## config.mk

```make
export PLATFORM = sky130hd
export DESIGN_NAME = cfg_bus_initiator
export DESIGN_NICKNAME = d
export VERILOG_FILES = /design/src/rtl/cfg_bus_pkg.sv /design/src/rtl/cmd_fifo.sv /design/src/rtl/cfg_bus_initiator.sv
export SDC_FILE = /design/constraint.sdc
export NUM_CORES = 1
export LEC_CHECK = 0
export BUFFER_PORTS_ARGS = -buffer_cell sky130_fd_sc_hd__buf_2
export CAP_MARGIN = 5
export CORE_ASPECT_RATIO = 1.2
export CORE_MARGIN = 1.5
export CORE_UTILIZATION = 60
export DETAILED_ROUTE_END_ITERATION = 8
export GPL_TIMING_DRIVEN = 0
export PLACE_DENSITY_LB_ADDON = 0.3
export SLEW_MARGIN = 20
export SYNTH_ARGS = -nofsm -noshare
export SYNTH_HDL_FRONTEND = slang
export SYNTH_SLANG_ARGS = --single-unit
```

## constraint.sdc

```tcl
create_clock -name clk -period 7.59 [get_ports clk]
set_clock_uncertainty 0.1 [all_clocks]
set_input_delay 0.759 -clock clk [delete_from_list [all_inputs] [get_ports clk]]
set_output_delay 0.759 -clock clk [all_outputs]
set_load 0.02 [all_outputs]
```

## src/rtl/cfg_bus_pkg.sv

```systemverilog
// rtl/cfg_bus_pkg.sv - Shared types for the cfg bus initiator
package cfg_bus_pkg;

    localparam int CFG_ADDR_W = 32;
    localparam int CFG_DATA_W = 32;

    typedef enum logic [1:0] {
        OP_WRITE = 2'b00,
        OP_READ  = 2'b01,
        OP_START = 2'b10,
        OP_RSVD  = 2'b11
    } cmd_op_t;

    typedef enum logic [2:0] {
        S_IDLE,
        S_ISSUE,
        S_WAIT_ACK,
        S_START,
        S_WAIT_DONE,
        S_RESP
    } init_state_t;

    typedef struct packed {
        cmd_op_t                 op;
        logic [CFG_ADDR_W-1:0]   addr;
        logic [CFG_DATA_W-1:0]   wdata;
    } cmd_t;

endpackage

```

## src/rtl/cmd_fifo.sv

```systemverilog
// rtl/cmd_fifo.sv - Synchronous command FIFO; full is not relieved by a same-cycle pop
module cmd_fifo #(
    parameter int WIDTH = 66,
    parameter int DEPTH = 4
) (
    input  logic             clk,
    input  logic             reset,
    input  logic             push,
    input  logic [WIDTH-1:0] push_data,
    input  logic             pop,
    output logic [WIDTH-1:0] pop_data,
    output logic             full,
    output logic             empty
);
    localparam int PW = $clog2(DEPTH);

    logic [WIDTH-1:0] mem_q [DEPTH];
    logic [PW:0]      wr_ptr_q, wr_ptr_d;
    logic [PW:0]      rd_ptr_q, rd_ptr_d;
    logic             do_push, do_pop;

    assign empty    = (wr_ptr_q == rd_ptr_q);
    assign full     = (wr_ptr_q[PW] != rd_ptr_q[PW]) && (wr_ptr_q[PW-1:0] == rd_ptr_q[PW-1:0]);
    assign pop_data = mem_q[rd_ptr_q[PW-1:0]];

    always_comb begin
        do_push  = push && !full;
        do_pop   = pop && !empty;
        wr_ptr_d = do_push ? wr_ptr_q + 1'b1 : wr_ptr_q;
        rd_ptr_d = do_pop  ? rd_ptr_q + 1'b1 : rd_ptr_q;
    end

    always_ff @(posedge clk or posedge reset) begin
        if (reset) begin
            wr_ptr_q <= '0;
            rd_ptr_q <= '0;
        end else begin
            wr_ptr_q <= wr_ptr_d;
            rd_ptr_q <= rd_ptr_d;
        end
    end

    always_ff @(posedge clk) begin
        if (do_push) mem_q[wr_ptr_q[PW-1:0]] <= push_data;
    end

endmodule

```

## src/rtl/cfg_bus_initiator.sv

```systemverilog
// rtl/cfg_bus_initiator.sv - Queued cfg bus initiator with start/done handshake
// Optional write readback verification: CFG_READBACK_CHECK_EN
module cfg_bus_initiator #(
    parameter int ADDR_WIDTH   = 32,
    parameter int DATA_WIDTH   = 32,
    parameter int FIFO_DEPTH   = 4,
    parameter int ACK_TIMEOUT  = 16,
    parameter int DONE_TIMEOUT = 1024
) (
    input  logic                  clk,
    input  logic                  reset,
    input  logic                  cmd_valid,
    output logic                  cmd_ready,
    input  logic [1:0]            cmd_op,
    input  logic [ADDR_WIDTH-1:0] cmd_addr,
    input  logic [DATA_WIDTH-1:0] cmd_wdata,
    output logic                  rsp_valid,
    input  logic                  rsp_ready,
    output logic [DATA_WIDTH-1:0] rsp_data,
    output logic                  rsp_err,
    output logic [ADDR_WIDTH-1:0] cfg_addr,
    output logic                  cfg_write,
    output logic [DATA_WIDTH-1:0] cfg_wdata,
    output logic                  cfg_read,
    input  logic [DATA_WIDTH-1:0] cfg_rdata,
    input  logic                  cfg_ready,
    output logic                  start_process,
    input  logic                  process_done,
    output logic                  busy
);
    import cfg_bus_pkg::*;

    localparam int          CMD_W     = 2 + ADDR_WIDTH + DATA_WIDTH;
    localparam logic [31:0] ACK_LAST  = 32'(ACK_TIMEOUT - 1);
    localparam logic [31:0] DONE_LAST = 32'((DONE_TIMEOUT > 0) ? DONE_TIMEOUT - 1 : 0);

    logic [CMD_W-1:0]      head;
    logic                  fifo_full, fifo_empty, fifo_pop;
    cmd_op_t               head_op;
    logic [ADDR_WIDTH-1:0] head_addr;
    logic [DATA_WIDTH-1:0] head_wdata;

    init_state_t           state_q, state_d;
    cmd_op_t               op_q, op_d;
    logic [31:0]           cnt_q, cnt_d;
    logic [ADDR_WIDTH-1:0] cfg_addr_q, cfg_addr_d;
    logic [DATA_WIDTH-1:0] cfg_wdata_q, cfg_wdata_d;
    logic                  cfg_write_q, cfg_write_d;
    logic                  cfg_read_q, cfg_read_d;
    logic                  start_q, start_d;
    logic                  rsp_valid_q, rsp_valid_d;
    logic [DATA_WIDTH-1:0] rsp_data_q, rsp_data_d;
    logic                  rsp_err_q, rsp_err_d;
`ifdef CFG_READBACK_CHECK_EN
    logic                  rb_q, rb_d;
`endif

    cmd_fifo #(.WIDTH(CMD_W), .DEPTH(FIFO_DEPTH)) u_cmd_fifo (
        .clk       (clk),
        .reset     (reset),
        .push      (cmd_valid),
        .push_data ({cmd_op, cmd_addr, cmd_wdata}),
        .pop       (fifo_pop),
        .pop_data  (head),
        .full      (fifo_full),
        .empty     (fifo_empty)
    );

    assign head_op    = cmd_op_t'(head[CMD_W-1 -: 2]);
    assign head_addr  = head[DATA_WIDTH +: ADDR_WIDTH];
    assign head_wdata = head[DATA_WIDTH-1:0];

    assign cmd_ready     = !fifo_full;
    assign busy          = (state_q != S_IDLE) || !fifo_empty;
    assign cfg_addr      = cfg_addr_q;
    assign cfg_wdata     = cfg_wdata_q;
    assign cfg_write     = cfg_write_q;
    assign cfg_read      = cfg_read_q;
    assign start_process = start_q;
    assign rsp_valid     = rsp_valid_q;
    assign rsp_data      = rsp_data_q;
    assign rsp_err       = rsp_err_q;

    // Outputs are registered, so each strobe is raised on the edge that enters its state.
    always_comb begin
        state_d     = state_q;
        op_d        = op_q;
        cnt_d       = (cnt_q == '1) ? cnt_q : cnt_q + 32'd1;
        cfg_addr_d  = cfg_addr_q;
        cfg_wdata_d = cfg_wdata_q;
        cfg_write_d = 1'b0;
        cfg_read_d  = 1'b0;
        start_d     = 1'b0;
        rsp_valid_d = rsp_valid_q;
        rsp_data_d  = rsp_data_q;
        rsp_err_d   = rsp_err_q;
        fifo_pop    = 1'b0;
`ifdef CFG_READBACK_CHECK_EN
        rb_d        = rb_q;
`endif
        case (state_q)
            S_IDLE: begin
                if (!fifo_empty) begin
                    fifo_pop = 1'b1;
                    op_d     = head_op;
                    cnt_d    = '0;
                    case (head_op)
                        OP_WRITE, OP_READ: begin
                            state_d     = S_ISSUE;
                            cfg_addr_d  = head_addr;
                            cfg_wdata_d = head_wdata;
                            cfg_write_d = (head_op == OP_WRITE);
                            cfg_read_d  = (head_op == OP_READ);
                        end
                        OP_START: begin
                            state_d = S_START;
                            start_d = 1'b1;
                        end
                        default: begin
                            state_d     = S_RESP;
                            rsp_valid_d = 1'b1;
                            rsp_data_d  = '0;
                            rsp_err_d   = 1'b1;
                        end
                    endcase
                end
            end
            S_ISSUE: begin
                state_d = S_WAIT_ACK;
                cnt_d   = '0;
            end
            S_WAIT_ACK: begin
                if (cfg_ready) begin
`ifdef CFG_READBACK_CHECK_EN
                    if (op_q == OP_WRITE && !rb_q) begin
                        rb_d       = 1'b1;
                        cfg_read_d = 1'b1;
                        cnt_d      = '0;
                        state_d    = S_ISSUE;
                    end else begin
                        state_d     = S_RESP;
                        rsp_valid_d = 1'b1;
                        rsp_data_d  = cfg_rdata;
                        rsp_err_d   = rb_q && (cfg_rdata != cfg_wdata_q);
                    end
`else
                    state_d     = S_RESP;
                    rsp_valid_d = 1'b1;
                    rsp_data_d  = (op_q == OP_READ) ? cfg_rdata : '0;
                    rsp_err_d   = 1'b0;
`endif
                end else if (cnt_q >= ACK_LAST) begin
                    state_d     = S_RESP;
                    rsp_valid_d = 1'b1;
                    rsp_data_d  = '0;
                    rsp_err_d   = 1'b1;
                end
            end
            S_START: begin
                state_d = S_WAIT_DONE;
                cnt_d   = '0;
            end
            S_WAIT_DONE: begin
                if (process_done || (DONE_TIMEOUT != 0 && cnt_q >= DONE_LAST)) begin
                    state_d     = S_RESP;
                    rsp_valid_d = 1'b1;
                    rsp_data_d  = '0;
                    rsp_err_d   = !process_done;
                end
            end
            S_RESP: begin
                if (rsp_ready) begin
                    state_d     = S_IDLE;
                    cnt_d       = '0;
                    rsp_valid_d = 1'b0;
                    rsp_data_d  = '0;
                    rsp_err_d   = 1'b0;
`ifdef CFG_READBACK_CHECK_EN
                    rb_d        = 1'b0;
`endif
                end
            end
            default: state_d = S_IDLE;
        endcase
    end

    always_ff @(posedge clk or posedge reset) begin
        if (reset) begin
            state_q     <= S_IDLE;
            op_q        <= OP_WRITE;
            cnt_q       <= '0;
            cfg_addr_q  <= '0;
            cfg_wdata_q <= '0;
            cfg_write_q <= 1'b0;
            cfg_read_q  <= 1'b0;
            start_q     <= 1'b0;
            rsp_valid_q <= 1'b0;
            rsp_data_q  <= '0;
            rsp_err_q   <= 1'b0;
`ifdef CFG_READBACK_CHECK_EN
            rb_q        <= 1'b0;
`endif
        end else begin
            state_q     <= state_d;
            op_q        <= op_d;
            cnt_q       <= cnt_d;
            cfg_addr_q  <= cfg_addr_d;
            cfg_wdata_q <= cfg_wdata_d;
            cfg_write_q <= cfg_write_d;
            cfg_read_q  <= cfg_read_d;
            start_q     <= start_d;
            rsp_valid_q <= rsp_valid_d;
            rsp_data_q  <= rsp_data_d;
            rsp_err_q   <= rsp_err_d;
`ifdef CFG_READBACK_CHECK_EN
            rb_q        <= rb_d;
`endif
        end
    end

endmodule

```

==> results of run 1 <==
-- power by group through the flow --
stage,logic [mW],registers [mW],clock network [mW]
2_1_floorplan,1.35,3.47,0
3_3_place_gp,2.26,3.24,0
3_5_place_dp,2.36,3.23,0
4_1_cts,2.38,3.19,1.92
5_1_grt,2.51,3.24,2.00
6_report,2.33,3.19,1.88
-- cell families after synthesis --
family          synth area share (%)
mux                             14.5
xor+xnor                       0.728
simple gates                    4.83
buf+inv                         1.46
compound gates                  4.26
fa+ha+maj                      0.480
flops                           73.7
-- registers in the layout, summed over array words and instances, names as in the netlist, 3 cells and up --
| signal | flops |
|---|---|
| u_cmd_fifo.mem_q | 264 |
| cfg_addr | 32 |
| cfg_wdata | 32 |
| cnt_q | 32 |
| rsp_data | 32 |
| state_q | 3 |
| u_cmd_fifo.rd_ptr_q | 3 |
| u_cmd_fifo.wr_ptr_q | 3 |
-- per-stage QoR --
| stage | worst slack [ns] | instance area [um2] | hold WS (ns) | total power, mW |
|---|---|---|---|---|
| 2_1_floorplan | 2.86 | 15600 | 0.373 | 4.82 |
| 3_3_place_gp | 0.858 | 17100 | 0.363 | 5.50 |
| 3_5_place_dp | 4.40 | 17200 | 0.371 | 5.59 |
| 4_1_cts | 4.38 | 18500 | 0.132 | 7.48 |
| 5_1_grt | 4.12 | 18500 | 0.138 | 7.75 |
| 6_report | 4.40 | 18500 | 0.132 | 7.40 |
-- worst max path at each step --
stage                            from            end  slack, ns  cells past startpoint
5_1_grt        u_cmd_fifo.rd_ptr_q[0]   cfg_wdata[5]       4.12                      8
4_1_cts        u_cmd_fifo.rd_ptr_q[0]   cfg_wdata[1]       4.38                      8
3_5_place_dp   u_cmd_fifo.rd_ptr_q[0]   cfg_wdata[1]       4.40                      8
2_1_floorplan                   reset    cfg_addr[0]       2.86                      1
3_3_place_gp                    reset  cfg_wdata[29]       0.86                      2
6_report       u_cmd_fifo.rd_ptr_q[0]   cfg_wdata[1]       4.40                      8
-- synth_stat cells, types with 6 or more instances --
master | instances | area (um2)
a21oi_1 | 23 | 115
a22o_1 | 32 | 280
and3_1 | 8 | 50.1
buf_2 | 11 | 55.1
clkbuf_1 | 23 | 86.3
dfrtp_1 | 144 | 3600
edfxtp_1 | 264 | 7930
ha_1 | 6 | 75.1
inv_1 | 10 | 37.5
mux2_1 | 16 | 180
mux2_2 | 52 | 586
mux4_2 | 66 | 1490
nand2_1 | 22 | 82.6
nand3_1 | 12 | 60.1
nand4_1 | 9 | 56.3
nor2_1 | 18 | 67.6
nor3_1 | 12 | 60.1
nor4_1 | 10 | 62.6
o21ai_0 | 23 | 115
or3_1 | 20 | 125
xnor2_1 | 6 | 52.6
xor2_1 | 7 | 61.3
-- per-layer routing --
layer	track usage, %	share of wire, %
met5	0	0.14
met4	6.00	2.0
met3	5.91	6.9
met2	40.0	52
met1	28.1	39
-- layout make-up --
class	count	area [um2]	area share [%]
timing repair buffer	211	1150	6.19
tap	330	413	2.23
sequential	408	11500	62.3
buffer	42	190	1.03
clock buffer	52	1100	5.94
antenna	2	5.00	0.0271
inverter	10	45.0	0.243
clock inverter	19	170	0.920
multi-input combinational	387	3900	21.1
==> metrics, run 1 <==
routed wire length per instance between 20 and 25 um; ys async rst share 35.3%; cells on worst reg2reg path 8; Ys Warns 0; total net switching power 2.33 mW; Top Ports 207; Layout Cells excl Fill 1461; CP delay by family, top simple AND/OR/NAND/NOR gates; commonest non-fill, non-tap cells in the layout 264 x edfxtp_1, 217 x buf_2, 144 x dfrtp_1; fin util 72.4%; total routed wirelength 30.4 mm; Net Count, Synth approximately 960; R2R Path Start u_cmd_fifo.rd_ptr_q[0]; initial antenna violation count 5; Initial Utilization 61.2%; total congestion overflow 0; number of CTS-inserted buffers 39; Syn Area/Cell 18.5 um2; Via density 5.84; internal power 5.07 mW; Post-CTS Hold Fix Bufs 0; largest fanout on the critical path 10; status finished, final reports clean; Final Max Tran Viols 0; Layout Nets 1209; crit path max-delay cell type nor4_2; critical-path cell list buf_2 > xor2_1 > nor3_1 > nor4_2 > nor2b_1 > buf_2 > buf_2 > mux2_2; hold crit path type in -> async; CTS Root Buffer Type clkbuf_16; endpoint class of the critical path register; worst skew pair latency 0.53 ns; largest net degree at the start of global routing between 100 and 150; Std-Cell Rows 64; Top FF cell, synth edfxtp_1; vias in the first global route 8767; vias post-DR 8529; Yosys reg bits 408; placed insts roughly 1.4k; clock share of power 25.4%; Post-Syn Instances 847; first-pass GRT wire length 46.5 mm; H-tree depth 2; clk slew on worst S/H paths 0.06 ns; chip height 180 um; RSZ-0062 raised after global routing false; Max Clock Freq 0.314 GHz; Reg power frac between 40% and 50%; synthesis-to-finish area growth 18.3%; required time of the critical path around 7.9 ns; Slowest Stage Delay on Critical Path between 0.6 and 0.7 ns; Switching Fraction 31.5%; crit-path most repeated cell buf_2; antenna viol nets, final 0; commonest non-fill, non-tap cell in the layout edfxtp_1; minimum clock period 3.19 ns; R2R Setup Slk ~4.4 ns; Power Dens Cells between 400 and 500 nW/um2; worst slew pin tran 0.919 ns; Resized Gates After CTS 0; gr usage total between 20 and 25%; Worst setup SP type register; Fin. Hold Viols 0; Mapped Area 15600 um2; RR Endpoint cfg_wdata[1]; CP Buf/Inv Count 3; EDFF count, synth around 260; PortBufs 206; CP Data Arrival Time 3.49 ns; Slew headroom 38.7%; Comb pwr share 31.5%; synth unique cells 47; layout cells sized above 1 36.6%; Fill cells roughly 1.6k; HPWL Detailed 19.2 mm; CTS tree built; first-pass detailed-route iteration total 5; First DRT Iteration DRCs between 400 and 500; Die Wd 150 um; sequential area share after synthesis 73.7%; TNS Setup 0 ns; CTS max path bufs 3; die area 27100 um2; Final Cycle Share between 40% and 50%; Setup violations, final 0; drt drc 0; WS Path Type reg -> reg; clk sinks 408; worst vdd ir 0.287 mV; core area 25500 um2; GP Congestion 0.827; max_cap viols 0; post-CTS setup buffer count 0; Leakage 7.09 nW
Power figures use the tool's default switching activity.
==> run 2, diff against run 1 <==
--- a/config.mk
+++ b/config.mk
@@ -9,7 +9,7 @@
 export CAP_MARGIN = 5
 export CORE_ASPECT_RATIO = 1.2
 export CORE_MARGIN = 1.5
-export CORE_UTILIZATION = 60
+export CORE_UTILIZATION = 52
 export DETAILED_ROUTE_END_ITERATION = 8
 export GPL_TIMING_DRIVEN = 0
 export PLACE_DENSITY_LB_ADDON = 0.3
==> constraint.sdc (replaced) <==
create_clock -name clk -period 2.6 [get_ports clk]
set_clock_uncertainty 0.1 [all_clocks]
set_input_delay 0.26 -clock clk [delete_from_list [all_inputs] [get_ports clk]]
set_output_delay 0.26 -clock clk [all_outputs]
set_load 0.02 [all_outputs]
==> metrics, run 2 (synthesized netlist as in run 1, its figures left out) <==
vias in the first global route 9382; number of CTS-inserted buffers 41; Std-Cell Rows 69; die area 31100 um2; Initial Utilization 52.8%; Fill cells about 2k; Slew headroom 33.1%; worst vdd ir 0.765 mV; Final Cycle Share 96.5%; CTS Root Buffer Type clkbuf_16; HPWL Detailed 19.7 mm; Antenna diodes 0; minimum clock period 2.51 ns; chip height between 150 and 200 um; GP Congestion 0.866; total routed wirelength 33.2 mm; clock share of power 27.1%; placed insts 1452; total net switching power 7.02 mW; first-pass GRT wire length just over 50 mm; PortBufs 206; H-tree depth 2; hold crit path type in -> reg; gr usage total 21.6%; internal power 15.5 mW; antenna viol nets, final 0; required time of the critical path 2.90 ns; largest net degree at the start of global routing 39; initial antenna violation count 0; Reg power frac 41.3%; Layout Cells excl Fill about 1.6k; Worst setup SP type register; max_cap viols 0; Setup violations, final 0; max reg flops 264; Layout Nets 1315; layout cells sized above 1 35.9%; first-pass detailed-route iteration total 5; CTS tree built; Multi-input gate area 3970 um2; Top Ports 207; Die Wd ~160 um; RSZ-0062 raised after global routing true; clk slew on worst S/H paths ~0.060 ns; Power Total 22.6 mW; Comb pwr share 31.6%; Via density 5.54; Reg area 11500 um2; commonest non-fill, non-tap cells in the layout 264 x edfxtp_1, 217 x buf_2, 142 x dfrtp_1; vias post-DR about 9k; Max Clock Freq 0.399 GHz; Placed Instance Area 17400 um2; drt drc 0; fin util ~67%; Leakage ~7.7 nW; endpoint class of the critical path register; commonest non-fill, non-tap cell in the layout edfxtp_1; worst slew pin tran 1.00 ns; CP Data Arrival Time about 2.8 ns; WS Path Type reg -> reg; status finished, final reports clean; synthesis-to-finish area growth 27.4%; worst skew pair latency around 0.54 ns; largest fanout on the critical path 10; Fin. Hold Viols 0; CTS max path bufs 3; total congestion overflow 0; Final Max Tran Viols 0; core area 29600 um2; First DRT Iteration DRCs 489; Switching Fraction between 30 and 40%; final instance area around 20000 um2; routed wire length per instance 20.4 um; Power Dens Cells 1130 nW/um2; clk sinks 408; worst hold slack 0.0726 ns
## run 2: cell types whose count changed in the layout (fill, tap and decap cells not counted), sizes merged
cell,change
clkinvlp,+3
clkbuf,+4
clkinv,-7
dlygate4sd3,+100
buf,+5
bufinv,+4
diode,-2
## run 2: power by group through the flow
| stage | combinational, mW | clock (mW) | sequential (mW) |
|---|---|---|---|
| 2_1_floorplan | 3.94 | 0 | 10.1 |
| 3_3_place_gp | 6.71 | 0 | 9.40 |
| 3_5_place_dp | 6.99 | 0 | 9.42 |
| 4_1_cts | 7.22 | 6.23 | 9.34 |
| 5_1_grt | 7.67 | 6.47 | 9.50 |
| 6_report | 7.12 | 6.12 | 9.33 |
## run 2: worst max-delay path, stage by stage (launching register included)
cell	delay, ns
dfrtp_1	0.42
ha_1	0.24
nand4_1	0.31
o311ai_2	0.45
a211oi_4	0.14
a21o_1	0.28
buf_2	0.22
a22o_1	0.21
## run 2: what timing repair did
item                       4_1_cts  5_1_grt
setup buffers                    3        0
pin swaps                        2        0
setup endpoints to repair      108      109
hold buffers                   100        0
hold endpoints to repair       331        0
gates resized for setup         25       24
## run 2: routing by layer
layer  GRT usage [%]  vias to the layer above  routed length (um)
li1                -                     4090                   -
met1            25.7                     4582               13100
met2            38.8                      285               17100
met3            4.94                       56                2120
met4            7.48                        0                 849
met5               0                        -                   0
## run 2: per-stage QoR
stage                     worst slack, ns  setup TNS, ns
after floorplan                    0.0545              0
after global placement             -0.736        -304.48
after detailed placement           -0.638         -38.41
after CTS                        -0.00335       -0.00343
after global routing             -0.00949        -0.0183
final                              0.0918              0
## run 2: final timing paths
path                         startpoint  depth (start not counted)  slack, ns                     end
min in group asynchronous         reset                          3       0.25             rsp_data[9]
max reg2reg                    cnt_q[0]                          7       0.09            rsp_data[12]
min reg2reg                cfg_wdata[8]                          1       0.38            cfg_wdata[8]
min                           cmd_valid                          3       0.07  u_cmd_fifo.wr_ptr_q[0]
max                            cnt_q[0]                          7       0.09            rsp_data[12]
max in group asynchronous         reset                          6       1.23           cfg_wdata[25]
## run 2: final cells by class
type / count / area share (%)
flip-flops and latches: 408 / 57.9
multi-input cells: 387 / 19.9
repair buffers: 318 / 11.4
clock buffers: 57 / 5.81
well taps: 390 / 2.45
clock inverters: 19 / 1.28
plain buffers: 39 / 1.08
inverters: 10 / 0.207
==> run 3, diff against run 2 <==
--- a/config.mk
+++ b/config.mk
@@ -9,7 +9,8 @@
 export CAP_MARGIN = 5
 export CORE_ASPECT_RATIO = 1.2
 export CORE_MARGIN = 1.5
-export CORE_UTILIZATION = 52
+export CORE_UTILIZATION = 60
+export CTS_BUF_LIST = sky130_fd_sc_hd__clkbuf_2
 export DETAILED_ROUTE_END_ITERATION = 8
 export GPL_TIMING_DRIVEN = 0
 export PLACE_DENSITY_LB_ADDON = 0.3
==> constraint.sdc (replaced) <==
create_clock -name clk -period 2.4 [get_ports clk]
set_clock_uncertainty 0.1 [all_clocks]
set_input_delay 0.24 -clock clk [delete_from_list [all_inputs] [get_ports clk]]
set_output_delay 0.24 -clock clk [all_outputs]
set_load 0.02 [all_outputs]
==> metrics, run 3 (synthesized netlist as in run 1, its figures left out) <==
status complete, but fails checks; failing checks setup timing; commonest non-fill, non-tap cells in the layout 264 x edfxtp_1, 210 x buf_2, 197 x dlygate4sd3_1; hold crit path type in -> reg; clk sinks 408; Switching Fraction 35.3%; RR Endpoint rsp_data[26]; initial antenna violation count 2; TNS Setup -0.165 ns; Reg power frac 43.8%; CTS tree built; first-pass detailed-route iteration total 5; Initial Utilization a little over 60%; worst slew pin tran 0.645 ns; cells on worst reg2reg path 8; Setup violations, final 5; total congestion overflow 0; Final Cycle Share 104%; R2R Setup Slk -0.01 ns; antenna viol nets, final 0; HPWL Detailed 19.8 mm; placed insts 1391; max_cap viols 0; layout cells sized above 1 39.7%; Power Dens Cells about 1100 nW/um2; number of CTS-inserted buffers 91; Layout Cells excl Fill roughly 1.8k; Worst setup SP type register; vias in the first global route 10.9k; gr usage total 28.6%; internal power 15.0 mW; RSZ-0062 raised after global routing true; minimum clock period 2.48 ns; hold endpoint u_cmd_fifo.mem_q[2][61]; CTS Root Buffer Type clkbuf_2; Placed Instance Area 17300 um2; Comb pwr share 37.5%; Max Clock Freq 0.402 GHz; PortBufs ~210; WS Path Type reg -> out; chip height ~180 um; clock share of power between 10% and 20%; Fin. Hold Viols 0; Std-Cell Rows 64; synthesis-to-finish area growth 32.1%; Leakage 8.25 nW; core area 25500 um2; endpoint class of the critical path primary output; CP Data Arrival Time between 2 and 2.5 ns; total routed wirelength slightly below 40 mm; drt drc 0; hold_sp cmd_addr[29]; Die Wd roughly 150 um; die area 27100 um2; Power Total 23.2 mW; required time of the critical path 2.06 ns; Via density 5.75; largest net degree at the start of global routing 68; worst vdd ir 0.745 mV; clk slew on worst S/H paths approximately 0.10 ns; largest fanout on the critical path 4; routed wire length per instance 21.5 um; CTS max path bufs 3; commonest non-fill, non-tap cell in the layout edfxtp_1; GP Congestion around 0.86; first-pass GRT wire length about 58 mm; First DRT Iteration DRCs around 610; PnR worst setup slack -0.0850 ns; Top Ports 207; Hold Crit Depth 2; worst skew pair latency 0.89 ns; vias post-DR 10.3k; H-tree depth 3; total net switching power 8.20 mW; pre-CTS setup slack -0.516 ns; Slew headroom 57.0%; final instance area 20700 um2; R2R Path Start u_cmd_fifo.rd_ptr_q[0]; Final Max Tran Viols 0; max reg flops 264; Layout Nets 1498
run 3: changes by cell type in the layout (fill, tap and decap cells not counted), sizes merged:
cell | before | now
clkinv | 8 | 29
buf | 235 | 268
diode | 0 | 2
inv | 11 | 10
dlygate4sd3 | 100 | 197
clkbuf | 79 | 158
and3 | 8 | 11
bufinv | 6 | 1
run 3: layout make-up:
| class | instances | area [um2] |
|---|---|---|
| plain buffers | 37 | 265 |
| fillers | 1277 | 4880 |
| well taps | 330 | 413 |
| clock buffers | 136 | 681 |
| inverters | 10 | 41.3 |
| diodes | 2 | 5.00 |
| clock inverters | 34 | 178 |
| multi-input cells | 390 | 4040 |
| flip-flops and latches | 408 | 11500 |
| repair buffers | 450 | 3510 |
run 3: what timing repair did:
action	in CTS	in global routing
gates cloned	2	1
pin swaps	8	5
hold buffers	195	2
endpoints found under the hold margin	547	2
buffers inserted	21	17
endpoints found under the setup margin	264	144
resized for setup	51	30
run 3: worst max path at each step:
| stage | endpoint | from |
|---|---|---|
| after floorplan | u_cmd_fifo.mem_q[0][0] | u_cmd_fifo.rd_ptr_q[0] |
| after global placement | cfg_wdata[20] | reset |
| after CTS | cmd_ready | u_cmd_fifo.rd_ptr_q[0] |
| after detailed placement | cfg_wdata[6] | u_cmd_fifo.rd_ptr_q[0] |
| after global routing | cmd_ready | u_cmd_fifo.wr_ptr_q[0] |
| final | cmd_ready | u_cmd_fifo.rd_ptr_q[0] |
run 3: routing by layer:
layer	vias up	track usage (%)	wire length (um)
met5	-	0	0
met4	0	12.6	1100
met3	86	8.10	3000
met2	512	49.0	20300
met1	5212	33.4	14300
li1	4527	-	-
run 3: per-stage QoR:
stage	hold slack [ns]	util, %
2_1_floorplan	0.239	-
3_3_place_gp	0.350	67.1
3_5_place_dp	0.197	67.8
4_1_cts	0.00726	79.9
5_1_grt	-0.0112	80.9
6_report	0.0769	80.9
run 3: power by group through the flow:
| stage | combinational, mW | sequential (mW) | clock (mW) |
|---|---|---|---|
| after CTS | 8.25 | 10.1 | 4.40 |
| after global placement | 7.19 | 10.2 | 0 |
| final | 8.71 | 10.2 | 4.34 |
| after global routing | 9.25 | 10.3 | 4.81 |
| after floorplan | 4.32 | 10.9 | 0 |
| after detailed placement | 7.48 | 10.2 | 0 |
run 3: worst max-delay path: stages (launching register included):
cell	delay, ns
dfrtp_2	0.46
xor2_4	0.22
or3_4	0.43
buf_6	0.15
